**src/rtl/calc_pkg.sv**
```systemverilog
// Shared types and constants for the calculator key controller.
// States, ALU op codes, key codes and operand limits live here.
package calc_pkg;

  localparam int VAL_W      = 14;
  localparam int CNT_W      = 3;
  localparam int MAX_DIGITS = 4;
  localparam int MAX_VAL    = 9999;

  typedef enum logic [2:0] {
    ENTER_A  = 3'd0,
    ENTER_B  = 3'd1,
    WAIT_ALU = 3'd2,
    DRAIN    = 3'd3,
    SHOW     = 3'd4,
    ERROR    = 3'd5
  } state_t;

  typedef enum logic [1:0] {
    OP_ADD = 2'd0,
    OP_SUB = 2'd1,
    OP_MUL = 2'd2,
    OP_DIV = 2'd3
  } alu_op_t;

  localparam logic [3:0] KEY_ADD = 4'hA;
  localparam logic [3:0] KEY_SUB = 4'hB;
  localparam logic [3:0] KEY_MUL = 4'hC;
  localparam logic [3:0] KEY_DIV = 4'hD;
  localparam logic [3:0] KEY_CLR = 4'hE;
  localparam logic [3:0] KEY_EQ  = 4'hF;

  function automatic logic is_digit(
    input logic [3:0] k
  );
    return k <= 4'd9;
  endfunction

  function automatic logic is_op(
    input logic [3:0] k
  );
    return (k >= KEY_ADD) && (k <= KEY_DIV);
  endfunction

  function automatic alu_op_t key_to_op(
    input logic [3:0] k
  );
    alu_op_t op;
    case (k)
      KEY_SUB: op = OP_SUB;
      KEY_MUL: op = OP_MUL;
      KEY_DIV: op = OP_DIV;
      default: op = OP_ADD;
    endcase
    return op;
  endfunction

endpackage

```
**src/rtl/calc_digit_acc.sv**
```systemverilog
// Decimal operand accumulator: shifts in digits up to a fixed count,
// and can be cleared or loaded with a full value.
module calc_digit_acc
  import calc_pkg::*;
(
  input  logic             clk,
  input  logic             rst,
  input  logic             i_clr,
  input  logic             i_load,
  input  logic [VAL_W-1:0] i_load_val,
  input  logic [CNT_W-1:0] i_load_cnt,
  input  logic             i_dig,
  input  logic [3:0]       i_digit,
  output logic [VAL_W-1:0] o_val,
  output logic [CNT_W-1:0] o_cnt
);

  localparam logic [VAL_W-1:0] MAX_V = VAL_W'(MAX_VAL);
  localparam logic [CNT_W-1:0] MAX_C = CNT_W'(MAX_DIGITS);

  logic [VAL_W-1:0] r_val;
  logic [CNT_W-1:0] r_cnt;
  logic [VAL_W-1:0] w_next;
  logic [VAL_W-1:0] w_load;
  logic             w_room;

  assign w_next = r_val * VAL_W'(10)
                + {{(VAL_W-4){1'b0}}, i_digit};
  assign w_load = (i_load_val > MAX_V) ? MAX_V
                                       : i_load_val;
  assign w_room = r_cnt < MAX_C;

  always_ff @(posedge clk or posedge rst) begin
    if (rst) begin
      r_val <= '0;
      r_cnt <= '0;
    end else if (i_clr) begin
      r_val <= '0;
      r_cnt <= '0;
    end else if (i_load) begin
      r_val <= w_load;
      r_cnt <= i_load_cnt;
    end else if (i_dig && w_room) begin
      r_val <= w_next;
      r_cnt <= r_cnt + CNT_W'(1);
    end
  end

  assign o_val = r_val;
  assign o_cnt = r_cnt;

endmodule

```
**src/rtl/calc_key_ctrl.sv**
```systemverilog
// Keypad sequencer for a four-function calculator: collects operands,
// issues ALU requests, supports op chaining and abort-by-clear.
module calc_key_ctrl
  import calc_pkg::*;
(
  input  logic             clk,
  input  logic             rst,
  input  logic             key_valid,
  input  logic [3:0]       key_code,
  output logic             alu_start,
  output logic [1:0]       alu_op,
  output logic [VAL_W-1:0] alu_a,
  output logic [VAL_W-1:0] alu_b,
  input  logic             alu_done,
  input  logic [VAL_W-1:0] alu_result,
  input  logic             alu_err,
  output logic [VAL_W-1:0] disp_val,
  output logic             disp_err,
  output logic [2:0]       state_dbg
);

  state_t           r_state;
  state_t           w_nstate;
  alu_op_t          r_op;
  alu_op_t          w_op_n;
  alu_op_t          r_pend;
  alu_op_t          w_pend_n;
  alu_op_t          r_alu_op;
  logic             r_chain;
  logic             w_chain_n;
  logic             r_alu_start;
  logic [VAL_W-1:0] r_alu_a;
  logic [VAL_W-1:0] r_alu_b;
  logic             w_start;
  logic             w_clr_all;

  logic             w_a_clr;
  logic             w_a_load;
  logic [VAL_W-1:0] w_a_load_val;
  logic [CNT_W-1:0] w_a_load_cnt;
  logic             w_a_dig;
  logic [VAL_W-1:0] w_a_val;
  logic [CNT_W-1:0] w_a_cnt;
  logic             w_b_clr;
  logic             w_b_dig;
  logic [VAL_W-1:0] w_b_val;
  logic [CNT_W-1:0] w_b_cnt;
  logic             w_unused_a_cnt;

  logic             w_k_dig;
  logic             w_k_op;
  logic             w_k_clr;
  logic             w_k_eq;
  logic [VAL_W-1:0] w_disp;

  assign w_k_dig = key_valid && is_digit(key_code);
  assign w_k_op  = key_valid && is_op(key_code);
  assign w_k_clr = key_valid && (key_code == KEY_CLR);
  assign w_k_eq  = key_valid && (key_code == KEY_EQ);

  assign w_unused_a_cnt = &{1'b0, w_a_cnt};

  calc_digit_acc u_acc_a (
    .clk        (clk),
    .rst        (rst),
    .i_clr      (w_a_clr),
    .i_load     (w_a_load),
    .i_load_val (w_a_load_val),
    .i_load_cnt (w_a_load_cnt),
    .i_dig      (w_a_dig),
    .i_digit    (key_code),
    .o_val      (w_a_val),
    .o_cnt      (w_a_cnt)
  );

  calc_digit_acc u_acc_b (
    .clk        (clk),
    .rst        (rst),
    .i_clr      (w_b_clr),
    .i_load     (1'b0),
    .i_load_val ('0),
    .i_load_cnt ('0),
    .i_dig      (w_b_dig),
    .i_digit    (key_code),
    .o_val      (w_b_val),
    .o_cnt      (w_b_cnt)
  );

  always_ff @(posedge clk or posedge rst) begin
    if (rst) r_state <= ENTER_A;
    else     r_state <= w_nstate;
  end

  always_comb begin
    w_nstate     = r_state;
    w_op_n       = r_op;
    w_pend_n     = r_pend;
    w_chain_n    = r_chain;
    w_start      = 1'b0;
    w_clr_all    = 1'b0;
    w_a_clr      = 1'b0;
    w_a_load     = 1'b0;
    w_a_load_val = alu_result;
    w_a_load_cnt = '0;
    w_a_dig      = 1'b0;
    w_b_clr      = 1'b0;
    w_b_dig      = 1'b0;
    unique case (r_state)
      ENTER_A: begin
        unique case (1'b1)
          w_k_clr: w_clr_all = 1'b1;
          w_k_dig: w_a_dig   = 1'b1;
          w_k_op: begin
            w_op_n   = key_to_op(key_code);
            w_b_clr  = 1'b1;
            w_nstate = ENTER_B;
          end
          default: ;
        endcase
      end
      ENTER_B: begin
        unique case (1'b1)
          w_k_clr: w_clr_all = 1'b1;
          w_k_dig: w_b_dig   = 1'b1;
          w_k_op: begin
            if (w_b_cnt == '0) begin
              w_op_n = key_to_op(key_code);
            end else begin
              w_start   = 1'b1;
              w_chain_n = 1'b1;
              w_pend_n  = key_to_op(key_code);
              w_nstate  = WAIT_ALU;
            end
          end
          w_k_eq: begin
            if (w_b_cnt != '0) begin
              w_start   = 1'b1;
              w_chain_n = 1'b0;
              w_nstate  = WAIT_ALU;
            end
          end
          default: ;
        endcase
      end
      WAIT_ALU: begin
        // A done arriving with the clear has nothing left to drain
        if (w_k_clr) begin
          if (alu_done) w_clr_all = 1'b1;
          else          w_nstate  = DRAIN;
        end else if (alu_done) begin
          if (alu_err) begin
            w_nstate = ERROR;
          end else begin
            w_a_load = 1'b1;
            if (r_chain) begin
              w_op_n    = r_pend;
              w_b_clr   = 1'b1;
              w_chain_n = 1'b0;
              w_nstate  = ENTER_B;
            end else begin
              w_nstate = SHOW;
            end
          end
        end
      end
      DRAIN: begin
        if (w_k_clr || alu_done) w_clr_all = 1'b1;
      end
      SHOW: begin
        unique case (1'b1)
          w_k_clr: w_clr_all = 1'b1;
          w_k_dig: begin
            w_a_load     = 1'b1;
            w_a_load_val = {{(VAL_W-4){1'b0}}, key_code};
            w_a_load_cnt = CNT_W'(1);
            w_b_clr      = 1'b1;
            w_nstate     = ENTER_A;
          end
          w_k_op: begin
            w_op_n   = key_to_op(key_code);
            w_b_clr  = 1'b1;
            w_nstate = ENTER_B;
          end
          default: ;
        endcase
      end
      ERROR: begin
        if (w_k_clr) w_clr_all = 1'b1;
      end
      default: w_nstate = ENTER_A;
    endcase
    if (w_clr_all) begin
      w_a_clr   = 1'b1;
      w_a_load  = 1'b0;
      w_b_clr   = 1'b1;
      w_chain_n = 1'b0;
      w_op_n    = OP_ADD;
      w_nstate  = ENTER_A;
    end
  end

  always_ff @(posedge clk or posedge rst) begin
    if (rst) begin
      r_op        <= OP_ADD;
      r_pend      <= OP_ADD;
      r_chain     <= 1'b0;
      r_alu_start <= 1'b0;
      r_alu_a     <= '0;
      r_alu_b     <= '0;
      r_alu_op    <= OP_ADD;
    end else begin
      r_op        <= w_op_n;
      r_pend      <= w_pend_n;
      r_chain     <= w_chain_n;
      r_alu_start <= w_start;
      if (w_start) begin
        r_alu_a  <= w_a_val;
        r_alu_b  <= w_b_val;
        r_alu_op <= r_op;
      end
    end
  end

  always_comb begin
    w_disp = '0;
    unique case (r_state)
      ENTER_A,
      SHOW,
      WAIT_ALU: w_disp = w_a_val;
      ENTER_B:  w_disp = (w_b_cnt != '0) ? w_b_val : w_a_val;
      default:  w_disp = '0;
    endcase
  end

  assign alu_start = r_alu_start;
  assign alu_op    = r_alu_op;
  assign alu_a     = r_alu_a;
  assign alu_b     = r_alu_b;
  assign disp_val  = w_disp;
  assign disp_err  = (r_state == ERROR);
  assign state_dbg = r_state;

endmodule
```
**config.mk**
```make
export PLATFORM = sky130hd
export DESIGN_NAME = calc_key_ctrl
export DESIGN_NICKNAME = d
export VERILOG_FILES = /design/src/rtl/calc_pkg.sv /design/src/rtl/calc_digit_acc.sv /design/src/rtl/calc_key_ctrl.sv
export SDC_FILE = /design/constraint.sdc
export NUM_CORES = 1
export LEC_CHECK = 0
export BUFFER_PORTS_ARGS = -buffer_cell sky130_fd_sc_hd__buf_2
export CAP_MARGIN = 10
export CORE_MARGIN = 4
export CORE_UTILIZATION = 29
export DETAILED_ROUTE_END_ITERATION = 7
export HOLD_SLACK_MARGIN = 0.08
export PLACE_DENSITY_LB_ADDON = 0.2
export SETUP_SLACK_MARGIN = 0.4
export SLEW_MARGIN = 20
export SYNTH_ARGS = -nofsm -noshare
export SYNTH_HDL_FRONTEND = slang
export SYNTH_SLANG_ARGS = --single-unit
export TNS_END_PERCENT = 50
```
**constraint.sdc**
```tcl
create_clock -name clk -period 2.8 [get_ports clk]
set_input_delay 0.14 -clock clk [delete_from_list [all_inputs] [get_ports clk]]
set_output_delay 0.14 -clock clk [all_outputs]
set_load 0.1 [all_outputs]
```
== Word level (Yosys, flattened, before mapping) ==
Cells that the tools add are included.

* Flip-flop bits (word level): 73
* Bits of input ports: 23
* Output and inout port bits: 49
* Logic and storage cells: 147

* Add/subtract/negate cells: 4
* $mul: 2
* Magnitude comparators: 6
* Equal/unequal tests: 25
* Multiplexer cells: 73
* Bitwise logic cells: 1
* Reduce and logical (&&, ||, !) cells: 24

{| class="wikitable"
|+ Operators with widths
! kind !! number
|-
| 2-to-1 mux 14 bit || 9
|-
| 2-to-1 mux 3 bit || 14
|-
| 2-to-1 mux 1 bit || 30
|-
| adder 14 x 4 -> 14 bit || 2
|-
| multiplier 14 x 3 -> 13 bit (second input constant) || 2
|-
| case mux 14 bit (2 select lines) || 1
|-
| != test 4 bit (second input constant) || 6
|-
| != test 3 bit (second input constant) || 7
|-
| == test 4 bit (second input constant) || 5
|-
| 2-to-1 mux 2 bit || 8
|-
| AND reduction 8 bit || 2
|-
| case mux 3 bit (5 select lines) || 1
|-
| > comparator 14 bit (second input constant) || 1
|-
| case mux 2 bit (3 select lines) || 2
|-
| case mux 3 bit (2 select lines) || 2
|-
| nonzero test 3 bit || 3
|-
| <= comparator 4 bit (second input constant) || 2
|-
| case mux 1 bit (2 select lines) || 4
|-
| logical AND 1 bit || 7
|-
| AND reduction 7 bit || 1
|-
| adder 3 x 1 -> 3 bit (second input constant) || 2
|-
| == test 3 x 2 -> 1 bit (second input constant) || 2
|-
| == test 3 bit (second input constant) || 2
|-
| zero test 3 bit || 2
|-
| 14 further kinds || 18
|}

== Longest topological paths before layout ==
* Word-level depth: 8
* Gate-level depth with buffers: 9
* Mapped depth without buffers: 9

== By module ==
From an unflattened synthesis, not the netlist that was laid out.

* Cells, all modules: 562
* Area total of the unflattened synthesis: 5504.0 um^2

{| class="wikitable"
|+ Modules (own cells, without submodules)
! module !! times used !! cells each !! area each (um^2) !! sequential area each (um^2)
|-
| calc_key_ctrl || 1 || 196 || 2188.3 || 975.9
|-
| calc_digit_acc at u_acc_a || 1 || 183 || 1679.1 || 425.4
|-
| calc_digit_acc at u_acc_b || 1 || 183 || 1636.6 || 425.4
|}

== Least setup slack after synthesis ==
No wires, ideal clock.

* Kind: register to register
* Start: register r_state[2], in the netlist state_dbg[2]
* End: register r_state[0], in the netlist state_dbg[0]
* Setup time: 125 ps
* Arrival time: 4429 ps
* Data required time: 2675 ps
* Slack: -1754 ps
* Cell stages (with the launch flop): 8
* Path buffers: 1
* Period minus slack after synthesis: 4554 ps
* Path through: dfrtp_1 > clkbuf_1 > inv_1 > nor3_1 > o21bai_1 > a32oi_1 > o21ai_1 > mux2_2

* Cells in the longest elaborated chain, start to end: 5
* Elaborated cells between the ends (all ways): 20
* Those cells by class: eq/ne (13); mux (3); reduce/logical (4)

{| class="wikitable"
|+ Ends and longest elaborated chain
! item !! line !! source
|-
| start: declaration || calc_key_ctrl.sv:22 || <nowiki>state_t r_state;</nowiki>
|-
| start signal: assignment || calc_key_ctrl.sv:91 || <nowiki>else r_state <= w_nstate;</nowiki>
|-
| == test 3 bit (*) || -- ||
|-
| named net disp_err || calc_key_ctrl.sv:18 || <nowiki>output logic disp_err,</nowiki>
|-
| OR reduction 4 bit (no source line) || -- ||
|-
| case mux 1 bit (3 select lines) || calc_key_ctrl.sv:108 || <nowiki>unique case (r_state)</nowiki>
|-
| != test 4 bit (no source line) (tied with other cells) || -- ||
|-
| AND reduction 8 bit (no source line) || -- ||
|}

The timed path passes the listed nets; every way through them passes the cells marked *.
A chain may end at the register's enable or synchronous reset.

== Worst setup path in the final report ==
* Start: register u_acc_b.r_val[1], in the netlist u_acc_b.o_val[1]
* End: register u_acc_b.r_val[12], in the netlist u_acc_b.o_val[12]

* Cells in the longest elaborated chain, start to end: 4

{| class="wikitable"
|+ Ends and longest elaborated chain
! item !! line !! source
|-
| start: declaration || calc_digit_acc.sv:21 || <nowiki>logic [VAL_W-1:0] r_val;</nowiki>
|-
| start signal: assignment || calc_digit_acc.sv:41 || <nowiki>r_val <= w_load;</nowiki>
|-
| start signal: assignment || calc_digit_acc.sv:44 || <nowiki>r_val <= w_next;</nowiki>
|-
| multiplier 14 x 3 -> 13 bit || calc_digit_acc.sv:27 || <nowiki>assign w_next = r_val * VAL_W'(10)</nowiki>
|-
| adder 14 x 4 -> 14 bit || calc_digit_acc.sv:28 || <nowiki>+ {{(VAL_W-4){1'b0}}, i_digit};</nowiki>
|-
| 2-to-1 mux 14 bit || calc_digit_acc.sv:43 || <nowiki>end else if (i_dig && w_room) begin</nowiki>
|-
| 2-to-1 mux 14 bit || calc_digit_acc.sv:37 || <nowiki>end else if (i_clr) begin</nowiki>
|}

No other way between the ends. The select of a mux whose other input is x is not followed.

==> impl_metrics.tcl <==
set metrics [dict create \
    status "completed" \
    holdWs_ns 0.09300 \
    track_usage_pct 16.76 \
    root_buffer "clkbuf_16" \
    routed.top_layer "met5" \
    diodes 0 \
    antenna_found_initial 1 \
    synthTopCellsByCount "dfrtp_1 (73), ha_1 (47), nor2_1 (45)" \
    hold_class "input pin to flop" \
    worst-path-max-fanout 4 \
    firstDrtPassIters 4 \
    clockBufferDepth 2 \
    final.min_clock_period_ns 2.771 \
    ys_types 75 \
    ant_nets 0 \
    crit_type "flop to flop" \
    drtIter0Drc 272 \
    synth_cells 539 \
    rsz0062_at_grt "yes" \
    die-area_um2 20720 \
    setup_viol 0 \
    maxCapViolations 0 \
    slew_headroom_pct 52.84 \
    ys_seq_elements 73 \
    finalCritPeriodShare_pct 98.97 \
    vias 4871 \
    num-nets-final 745 \
    gp_congestion 0.8678 \
    routedLengthMet1_um 7535 \
    synth_top_area_share_pct 34.09 \
    synth_seq_area_share_pct 34.09 \
    clock.fmax_mhz 360.9 \
    setup.worst_path.start_class "flop" \
    met2WireLength_um 8677 \
    wl_met3_um 804 \
    io_pins 72 \
    grt_remaining_overflow 0 \
    cts_tree "done" \
    drc 0 \
    synth_edf_count 0 \
    syn_avg_cell_area_um2 9.942 \
    rows 49 \
    dpl.hpwl_um 13030 \
    async_reset_ff_share_pct 100.0 \
    viasPerCell 5.382 \
    clkLatencyLatePin_ns 0.35 \
    slew_violations 0 \
    wirelength_um 17370 \
    worst_slew_pin_slew_ns 0.7063 \
    fin_worst_skew_ns 0.01132 \
    area_delta_synth_final_pct 40.91 \
    core_area_um2 18090 \
    yosysMostFrequentCell "dfrtp_1" \
    wire_per_inst_um 19.19 \
    critPathRequiredTime_ns 3.03 \
    die_y_um 143.9 \
    final_util_pct 41.75 \
    synthTopCellsByArea "dfrtp_1 (34%), ha_1 (11%), mux2_2 (7.4%), a22o_1 (4.7%), nor2_1 (3.2%)" \
    yosys.area.top_type "dfrtp_1" \
    grt_pass1_wl_um 27140 \
    synth_area_um2 5359 \
    critPathArrivalTime_ns 3.01 \
    endpoint_kind "flop" \
    synth_flop_cell "dfrtp_1" \
    hold_violations 0 \
    clock-sinks 73 \
    syn-num-nets 613 \
    die_w_um 143.9 \
    port_buffers 71 \
    cts_made_buffers 9 \
    h-tree-depth 3 \
    grt_max_degree 45 \
    drive_gt1_share_pct 42.31 \
    synth_warnings 0 \
    clk_pin_slew_worst_paths_ns 0.07 \
    start_util_pct 29.63 \
    grt_pass1_vias 4903 \
]
## layout make-up
class	count	area, um2
Multi-Input combinational cell	431	3910
Tap cell	229	286.5
Clock buffer	9	225.2
Inverter	13	53.80
Sequential cell	73	1839
Fill cell	1704	10540
Clock inverter	7	76.32
Timing Repair Buffer	143	1160
## per-layer routing
metal	track usage, %	vias up
met5	0	-
met4	4.361	2
met3	3.328	24
met2	28.29	120
met1	21.95	2414
li1	-	2311
## what timing repair did
item / 4_1_cts / 5_1_grt
pin swaps: 20 / 28
hold endpoints to repair: 31 / 0
hold buffers: 3 / 0
gates resized for setup: 18 / 44
cloned: 0 / 0
buffers inserted: 12 / 13
endpoints found under the setup margin: 17 / 28
## kinds of logic after synthesis
kind of cell,Yosys count,share of synthesized area (%)
buf+inv,35,3.245
mux,41,8.499
flops,73,34.09
simple gates,155,15.20
xor+xnor,30,5.160
fa+ha+maj,51,12.47
compound gates,154,21.34
## cells in the final DEF (no fill, tap or decap), types with 9 or more instances in the layout
cell type	synthesis	final
dfrtp_1	73	63
o21ai_0	15	9
xnor2_1	14	12
buf_4	0	59
nor2_1	45	44
a21oi_1	27	25
mux2_2	35	35
a211oi_1	11	9
xor2_1	15	12
nand2_1	30	29
a22o_4	0	10
inv_1	12	11
clkbuf_16	0	9
nand3_1	13	11
ha_4	0	16
buf_2	11	57
buf_12	0	15
dfrtp_2	0	10
buf_6	2	9
ha_1	47	30
a22o_1	29	15
## through the flow
step                      area (um2)  instances  TNS [ns]  setup slack (ns)
after floorplan                 5614        539         0           0.02481
after global placement          6671        861         0           0.04433
after detailed placement        6671        861         0         0.0006739
after CTS                       7204        892         0            0.1043
after global routing            7551        905   -0.1770          -0.09564
final                           7551        905         0           0.02881
## sequential cells by signal, indices dropped and copies added, names as in the netlist
signal,flops
u_acc_a.o_cnt,3
alu_op,2
alu_b,14
alu_start,1
r_chain,1
alu_a,14
u_acc_b.o_cnt,3
r_pend,2
state_dbg,3
u_acc_b.o_val,14
u_acc_a.o_val,14
r_op,2
## critical path: stages (launching register included)
cell and delay, ns:
dfrtp_1 0.42, ha_4 0.26, ha_4 0.16, fa_2 0.38, a211oi_4 0.34, buf_4 0.17, o21a_1 0.17, o311ai_4 0.12
buf_6 0.16, and3_4 0.16, a221o_1 0.31
## worst paths after layout
kind	start	endpoint	slack (ns)	cells past startpoint
worst max-delay path	u_acc_b.o_val[1]$_DFFE_PP0P_	u_acc_b.o_val[12]$_DFFE_PP0P_	0.03	10
worst min-delay path	alu_result[5]	u_acc_a.o_val[5]$_DFFE_PP0P_	0.09	2
worst max register to register	u_acc_b.o_val[1]$_DFFE_PP0P_	u_acc_b.o_val[12]$_DFFE_PP0P_	0.03	10
worst min register to register	alu_b[10]$_DFFE_PP0P_	alu_b[10]$_DFFE_PP0P_	0.50	1
max in group asynchronous	rst	u_acc_a.o_val[5]$_DFFE_PP0P_	1.62	4
min in group asynchronous	rst	alu_a[11]$_DFFE_PP0P_	0.46	3
Power is not shown: default switching activity piles up to over one toggle a cycle in this logic, so the estimate is an artifact.
